==> src/rtl/imem_pkg.sv <==
// Shared types and constants for the instruction-memory load arbiter.
package imem_pkg;

  localparam int          IMEM_DEPTH  = 128;
  localparam int          IMEM_ADDR_W = 7;
  localparam logic [31:0] NOP_WORD    = 32'h0000_0000;

  typedef enum logic [1:0] {
    IDLE = 2'd0,
    LOAD = 2'd1,
    DONE = 2'd2,
    RUN  = 2'd3
  } imem_state_e;

endpackage

==> src/rtl/imem_load_arbiter.sv <==
// Instruction memory load arbiter: shares one external memory port between a
// boot loader (write) and the instruction fetch path (read), holding fetch
// until an image is loaded or fetch is released directly.
// Optional feature: define IMEM_LOAD_CHECKSUM_EN to build the XOR checksum of
// accepted loader words; otherwise load_csum is tied to zero.
//
// state | meaning
// ------+------------------------------------------------------------
// IDLE  | after reset, fetch stalled, waiting for load_start or run_en
// LOAD  | accepting loader words, writing them to sequential addresses
// DONE  | one-cycle load_done pulse, fetch still stalled
// RUN   | fetch owns the memory; load_start triggers a reload
module imem_load_arbiter
  import imem_pkg::*;
#(
  parameter int DEPTH  = IMEM_DEPTH,
  parameter int ADDR_W = IMEM_ADDR_W
) (
  input  logic              clock,
  input  logic              reset,
  input  logic              load_start,
  input  logic              run_en,
  input  logic              load_valid,
  input  logic [31:0]       load_data,
  input  logic              load_last,
  output logic              load_ready,
  output logic              load_done,
  output logic [ADDR_W:0]   load_count,
  output logic [31:0]       load_csum,
  input  logic [ADDR_W-1:0] fetch_addr,
  output logic [31:0]       fetch_data,
  output logic              fetch_hold,
  output logic [ADDR_W-1:0] mem_addr,
  output logic [31:0]       mem_wdata,
  output logic              mem_we,
  input  logic [31:0]       mem_rdata
);

  // Count value held by the beat that fills the memory; the load ends there
  // so the counter never wraps.
  localparam logic [ADDR_W:0] CNT_LAST = (ADDR_W+1)'(DEPTH - 1);
  localparam logic [ADDR_W:0] CNT_ONE  = (ADDR_W+1)'(1);

  imem_state_e       state_q;
  imem_state_e       state_d;
  logic [ADDR_W:0]   count_d;

  // Next state, next count and all outputs decoded from the registered state.
  always_comb begin
    state_d    = state_q;
    count_d    = load_count;
    load_ready = 1'b0;
    load_done  = 1'b0;
    fetch_hold = 1'b1;
    fetch_data = NOP_WORD;
    mem_addr   = fetch_addr;
    mem_wdata  = '0;
    mem_we     = 1'b0;
    case (state_q)
      IDLE: begin
        if (load_start) begin
          state_d = LOAD;
          count_d = '0;
        end else if (run_en) begin
          state_d = RUN;
        end
      end
      LOAD: begin
        load_ready = 1'b1;
        mem_addr   = load_count[ADDR_W-1:0];
        mem_wdata  = load_data;
        mem_we     = load_valid;
        if (load_valid) begin
          count_d = load_count + CNT_ONE;
          if (load_last || (load_count == CNT_LAST)) begin
            state_d = DONE;
          end
        end
      end
      DONE: begin
        load_done = 1'b1;
        state_d   = RUN;
      end
      RUN: begin
        fetch_hold = 1'b0;
        fetch_data = mem_rdata;
        if (load_start) begin
          state_d = LOAD;
          count_d = '0;
        end
      end
      default: state_d = IDLE;
    endcase
  end

  // State and load counter registers with synchronous active-low reset.
  always_ff @(posedge clock) begin
    if (!reset) begin
      state_q    <= IDLE;
      load_count <= '0;
    end else begin
      state_q    <= state_d;
      load_count <= count_d;
    end
  end

`ifdef IMEM_LOAD_CHECKSUM_EN
  logic        csum_clr;
  logic        csum_acc;
  logic [31:0] csum_q;

  assign csum_clr = load_start && ((state_q == IDLE) || (state_q == RUN));
  assign csum_acc = load_ready && load_valid;

  // Running XOR of accepted words; cleared when a load is started and held
  // afterwards so software can read it back in RUN.
  always_ff @(posedge clock) begin
    if (!reset) begin
      csum_q <= '0;
    end else if (csum_clr) begin
      csum_q <= '0;
    end else if (csum_acc) begin
      csum_q <= csum_q ^ load_data;
    end
  end

  assign load_csum = csum_q;
`else
  assign load_csum = '0;
`endif

endmodule

==> config.mk <==
export PLATFORM = sky130hd
export DESIGN_NAME = imem_load_arbiter
export DESIGN_NICKNAME = d
export VERILOG_FILES = /design/src/rtl/imem_pkg.sv /design/src/rtl/imem_load_arbiter.sv
export SDC_FILE = /design/constraint.sdc
export NUM_CORES = 1
export LEC_CHECK = 0
export ABC_AREA = 1
export CORE_MARGIN = 2
export CORE_UTILIZATION = 26
export DETAILED_ROUTE_END_ITERATION = 8
export PLACE_DENSITY_LB_ADDON = 0.15
export SLEW_MARGIN = 20
export SYNTH_ARGS = -nofsm -noshare
export SYNTH_HDL_FRONTEND = slang
export SYNTH_SLANG_ARGS = --single-unit
==> constraint.sdc <==
create_clock -name clock -period 2.1 [get_ports clock]
set_input_delay 0.63 -clock clock [delete_from_list [all_inputs] [get_ports clock]]
set_output_delay 0.63 -clock clock [all_outputs]
set_load 0.005 [all_outputs]
==> results of run 1 <==
placed cells by master (no fill, tap or decap), drive strengths merged:
master           n
buf             12
o21ai            7
dfxtp           10
nand4            2
nor2            17
nand3            7
a21oi            6
xor2             1
conb            32
clkdlybuf4s50   84
dlygate4sd2     60
ha               5
clkbuf           9
inv             85
nand2          105
clkdlybuf4s15   10
cell usage after synthesis (all sizes together):
| master | n |
|---|---|
| buf | 39 |
| dfxtp | 10 |
| nand2 | 105 |
| nor2 | 17 |
| conb | 1 |
| inv | 85 |
| nand4 | 2 |
| ha | 5 |
| xor2 | 1 |
| nand3 | 7 |
| clkbuf | 3 |
| a21oi | 6 |
| o21ai | 7 |
kinds of logic (layout without fill, tap and decap cells):
group           count (synthesis)  after routing  share of synthesized area
fa+ha+maj                       5              5                     0.0422
xor+xnor                        1              1                    0.00590
other cells                     1             32                    0.00253
buf+inv                       127            260                      0.414
flops                          10             10                      0.135
simple gates                  131            131                      0.357
compound gates                 13             13                     0.0438
cell type report:
cell class              instances  area share
flip-flops and latches         10      0.0648
inverters                      85       0.103
repair buffers                171       0.525
clock buffers                   4      0.0177
multi-input cells             182       0.261
well taps                      72      0.0290
registers in the layout (all words and copies together) (netlist names):
register    count
state_q         2
load_count      8
per-layer routing:
layer  vias to the layer above  track usage
met3                         2       0.0170
met2                        84        0.318
met4                         0       0.0259
met1                       852        0.189
met5                         -            0
li1                       1062            -
worst max-delay path, cell delays in order:
cell and delay (ns):
clkdlybuf4s50_1 0.45, nand2_1 0.06, inv_1 0.05, dlygate4sd2_1 0.24
per-stage QoR:
stage	instance area [um2]	util	TNS [ns]	setup WS (ns)
after floorplan	1600	-	0	0.300
after global placement	3080	0.560	-15.28	-0.262
after detailed placement	3080	0.560	-15.61	-0.290
after CTS	3110	0.565	0	0.000703
after global routing	3110	0.564	0	0.00110
final	3110	0.564	0	0.0395
power by group through the flow:
stage	registers (mW)	logic [mW]	clock network, mW
final	0.249	1.38	0.254
after floorplan	0.243	0.680	0
after global routing	0.252	1.55	0.263
after detailed placement	0.245	1.49	0
after CTS	0.249	1.39	0.253
after global placement	0.244	1.48	0
final timing paths:
kind | from | end | cells after the start
min | load_count[0] | load_count[0] | 1
min reg2reg | load_count[0] | load_count[0] | 1
max reg2reg | state_q[0] | load_count[7] | 9
max | load_data[31] | mem_wdata[31] | 4
repair_timing:
action                                  in CTS  in global routing
endpoints found under the hold margin        0                  0
resized for setup                           86                 20
gates cloned                                 1                  0
endpoints found under the setup margin      74                 15
==> results.md, run 1 <==
- Ys Warns: 0
- GRT Residual Overflow: 0
- Flop2flop setup slack: slightly above 0.4 ns
- Clock power share: 0.135
- Clock skew: approximately 0.0018 ns
- Vias post-DR: 2000
- # rows: 27
- Global-route wire length before repair: 8340 um
- Die Y: roughly 80 um
- Core Footprint: approximately 0.0055 mm2
- Synth Instances: 288
- Routed len/inst: around 10 um
- Final Max Slew Viols: 0
- Critical path class: input pin to primary output
- Num CTS Buffers: 3
- # setup viols final: 0
- Syn avg cell area: approximately 5.2 um2
- Pin count of the biggest net entering global routing: 23
- Worst-Skew Late Latency: about 0.24 ns
- Reg clk slew, reported paths: 0.06 ns
- Crit share post-route: 0.981
- Int Pwr: between 1 and 1.5 mW
- Multi-input combinational cell area: 811 um2
- Reg area: roughly 200 um2
- Crit path max fanout: 1
- Die width: between 70 and 80 um
- HP Class: flop to flop
- Layout net count: 535
- Post-DP HPWL: 4600 um
- CP endpoint kind: primary output
- Vias per Instance: roughly 3.8
- Sequential share of power: 0.132
- Combinational power share: 0.732
- DR pass1 iterations: 4
- Initial Util: 0.269
- VDD IR-drop max: between 0.5 and 0.6 mV
- Routed wl met3: about 370 um
- Area delta synth->final: 109%
- PD cells: ~600 mW/mm2
- CTS tree: done
- I/O pin count: between 150 and 200
- DP Cell Count: approximately 520
- Metal-1 WL: 2190 um
- Clock Sinks: 10
- Sw frac: 0.414
- Final hold violations: 0
- RSZ-0062 raised after global routing: false
- Routed wire length: 5480 um
- DRC viols: 0
- Crit path required time: 1.47 ns
- MaxCap Viol Count: 0
- Top layer in use: met4
- Share of synthesized area occupied by flip-flops and latches: 0.135
- Min cycle time layout: ~2 ns
- Total Routing Usage GR: 0.162
- Initial antenna violation count: 0
- Netlist cell types: 19
- Top-area cell type share of the netlist area: 0.261
- Final non-filler cell total: about 520
- Post-route ant nets: 0
- Met2 wire length: approximately 2900 um
- First DRT Iteration DRCs: 39
- Critical Path Source Type: input pin
- H-tree lvl count: 1
- Routability congestion estimate: approximately 0.85
- Post-CTS Setup Bufs: 0
- Seq cells post-synth: 10
- Hold Buf Count CTS: 0
- Fraction of layout cells with a size suffix above 1: 0.0686
- Max Fclk: about 0.49 GHz
- N_diodes: 0
- LEAKAGE: 2.09 nW
- # port buffers: ~160
- Synth area leaders: nand2_1 26%, inv_1 22%, buf_4 17%
- Yosys top cell by area: nand2_1
- Max clock buf depth: 2
- Mapped Area: ~0.0015 mm2
- Die area: 0.00633 mm2
- NetSw: 0.778 mW
- Vias in the first global route: between 1500 and 2000
- Outcome: finished clean
- Hold slack: around 0.50 ns
- Filler Cell Count: ~580
- Root Driver: clkbuf_8
- Total power after layout: 1.88 mW
- Arr. time, crit path: 1.43 ns
(Power assumes the default switching activity.)
==> run 2: changes to the inputs <==
--- a/config.mk
+++ b/config.mk
@@ -6,6 +6,7 @@
 export NUM_CORES = 1
 export LEC_CHECK = 0
 export ABC_AREA = 1
+export CORE_ASPECT_RATIO = 1.75
 export CORE_MARGIN = 2
 export CORE_UTILIZATION = 26
 export DETAILED_ROUTE_END_ITERATION = 8
==> run 2 against run 1 <==
Effect of this change: first-iteration DRC count increased by 46%; routed wire length increased by 7.5%; register-to-register slack got worse by 0.07 ns; global-route usage increased by 1.2 points; clock skew about the same; count of clock-buffer cells in the layout decreased by 1; sequential cell count unchanged; worst hold slack improved by 0.0056 ns; largest cell class unchanged; largest power group unchanged.
==> results.md, run 2 (synthesized netlist as in run 1, its figures left out) <==
- Top reg by flops: load_count
- Total Routing Usage GR: 0.174 (+0.0118)
- Vias in the first global route: 1898 (+6.5%)
- Layout net count: 550 (+2.8%)
- First DRT Iteration DRCs: 57 (+46%)
- Pin count of the biggest net entering global routing: 18 (-22%)
- Area delta synth->final: 120%
- Critical Path Source Type: flop
- CP endpoint kind: primary output
- # port buffers: 159 (unchanged)
- Reg2reg start: state_q[0]
- GRT Residual Overflow: 0 (unchanged)
- Max clock buf depth: 2 (unchanged)
- Clock skew: 0.00145 ns (-0.000327 ns)
- Vias per Instance: 3.86 (+1.2%)
- I/O pin count: 192 (unchanged)
- Routed wire length: 5880 um (+7.5%)
- Final hold violations: 0 (unchanged)
- Die area: 0.00635 mm2 (+0.38%)
- Dpl cell area: 0.00315 mm2 (+2.1%)
- Reg clk slew, reported paths: 0.05 ns (about the same)
- CTS tree: done
- Worst-Skew Late Latency: 0.24 ns (about the same)
- R2r worst-path depth: 10 (+1)
- Root Driver: clkbuf_8
- Post-route ant nets: 0 (unchanged)
- Routability congestion estimate: 0.814 (-3.9%)
- Crit share post-route: 0.988 (+0.00720)
- Largest registers: load_count (8), state_q (2)
- Arr. time, crit path: 1.45 ns (+0.02 ns)
- Crit path required time: 1.47 ns (about the same)
- # rows: 36 (+33%)
- Vias post-DR: 2093 (+4.7%)
- Final non-filler cell total: 542 (+3.4%)
- LEAKAGE: 2.15 nW (+2.6%)
- Post-DP HPWL: 4780 um (+4.0%)
- Most frequent cells in the layout: 102 x nand2_1, 83 x inv_1, 83 x clkdlybuf4s50_1
- Post-route cell area: 0.00327 mm2 (+5.2%)
- CP peak stage delay: 0.33 ns (-0.12 ns)
- Num CTS Buffers: 3 (unchanged)
- DRC viols: 0 (unchanged)
- Slowest cell on the critical path: dfxtp_2
- HP Class: flop to flop
- Initial Util: 0.268 (-0.00164)
- VDD IR-drop max: 0.334 mV (-43%)
- Fraction of layout cells with a size suffix above 1: 0.114 (+0.0451)
- # setup viols final: 0 (unchanged)
- Final Max Slew Viols: 0 (unchanged)
- DR pass1 iterations: 4 (unchanged)
- N_diodes: 0 (unchanged)
- Routed len/inst: 10.9 um (+3.9%)
- Min cycle time layout: 2.08 ns (+0.0151 ns)
- Die width: 61.1 um (-23%)
- Flop2flop setup slack: 0.34 ns (-0.07 ns)
- Outcome: finished clean
- Core Footprint: 0.00554 mm2 (+0.61%)
- DP Cell Count: 531 (+2.3%)
- Die Y: 104 um (+31%)
- R2r endpoint: load_count[4]
- Hold Path Cell Cnt: 1 (unchanged)
- Critical path class: flop to primary output
- Largest register FFs: 8 (unchanged)
- PD cells: 641 mW/mm2 (+6.1%)
- Hold Buf Count CTS: 0 (unchanged)
- Worst hold endpoint: load_count[0]
- Max Fclk: 0.482 GHz (-0.73%)
- Min-delay src: load_count[0]
- Most common cell after layout, fill and taps aside: nand2_1
- Global-route wire length before repair: 8580 um (+2.9%)
- Clock Sinks: 10 (unchanged)
- Crit path max fanout: 6 (+5)
- Initial antenna violation count: 0 (unchanged)
- RSZ-0062 raised after global routing: true
- CP Cell Sequence: inv_2 > ha_4 > bufbuf_16 > buf_4 > nand2_1 > nand2_2 > clkbuf_2
- H-tree lvl count: 1 (unchanged)
- MaxCap Viol Count: 0 (unchanged)
run 2: cell count changes in the layout (fill, tap and decap cells not counted), moves of 2 or more:
cell             change
clkbuf_16            +2
clkdlybuf4s15_1      +7
dlygate4sd2_1       -11
buf_4               +10
clkbuf_2             +4
o21ai_0              -2
buf_8                +2
o21ai_1              +2
run 2: area by class of cell:
cell class                 count  area [um2]
clock buffer                   3        41.3
fill                         575        2270
inverter                      85         319
multi-input combinational    182         813
sequential                    10         203
tap                           76        95.1
timing repair buffer         186        1800
run 2: critical path: cells and delay by family (launching register included):
kind | cells | cell delay [ns]
DFF | 1 | 0.33
buffers and inverters | 4 | 0.55
adders and majority gates | 1 | 0.18
and+or+nand+nor | 2 | 0.14
run 2: power by group:
group          total, mW  switching [mW]  internal [mW]
combinational       1.65           0.721          0.927
sequential         0.245          0.0245          0.220
clock              0.203          0.0775          0.126
run 2: per-stage QoR:
step	TNS, ns	util	total power, mW	hold slack, ns	worst slack, ns
global placement	-15.02	0.568	1.82	0.508	-0.274
CTS	-0.200	0.582	2.05	0.507	-0.0811
global route	-0.0676	0.590	2.32	0.555	-0.0283
finish	0	0.590	2.10	0.509	0.0243
floorplan	0	-	0.924	0.470	0.300
detailed placement	-15.22	0.568	1.83	0.496	-0.286
run 2: worst max path at each step:
stage	slack, ns	cells after the start	end	startpoint
CTS	-0.08	7	mem_addr[3]	state_q[1]
floorplan	0.30	7	mem_addr[0]	state_q[1]
finish	0.02	7	mem_addr[3]	state_q[1]
detailed placement	-0.29	4	mem_addr[3]	fetch_addr[3]
global placement	-0.27	4	mem_addr[3]	fetch_addr[3]
global route	-0.03	7	mem_addr[3]	state_q[1]
run 2: layer usage:
| layer | vias to the layer above | part of all wire | global-route usage | routed length [um] |
|---|---|---|---|---|
| li1 | 1093 | - | - | - |
| met1 | 869 | 0.33 | 0.167 | 1970 |
| met2 | 122 | 0.53 | 0.331 | 3130 |
| met3 | 9 | 0.11 | 0.0410 | 668 |
| met4 | 0 | 0.021 | 0.0637 | 122 |
| met5 | - | 0 | 0 | 0 |
run 2: repair_timing:
action                     CTS  global route
pin swaps                    1             2
buffers inserted             3             1
cloned                       2             2
gates resized for setup     97            35
setup endpoints to repair   75            25
==> run 3: changes to the inputs <==
--- a/config.mk
+++ b/config.mk
@@ -10,6 +10,7 @@
 export CORE_MARGIN = 2
 export CORE_UTILIZATION = 26
 export DETAILED_ROUTE_END_ITERATION = 8
+export GPL_ROUTABILITY_DRIVEN = 0
 export PLACE_DENSITY_LB_ADDON = 0.15
 export SLEW_MARGIN = 20
 export SYNTH_ARGS = -nofsm -noshare
==> results of run 3 <==
Same layout as run 2: the final DEF is identical, and so are final timing and power.
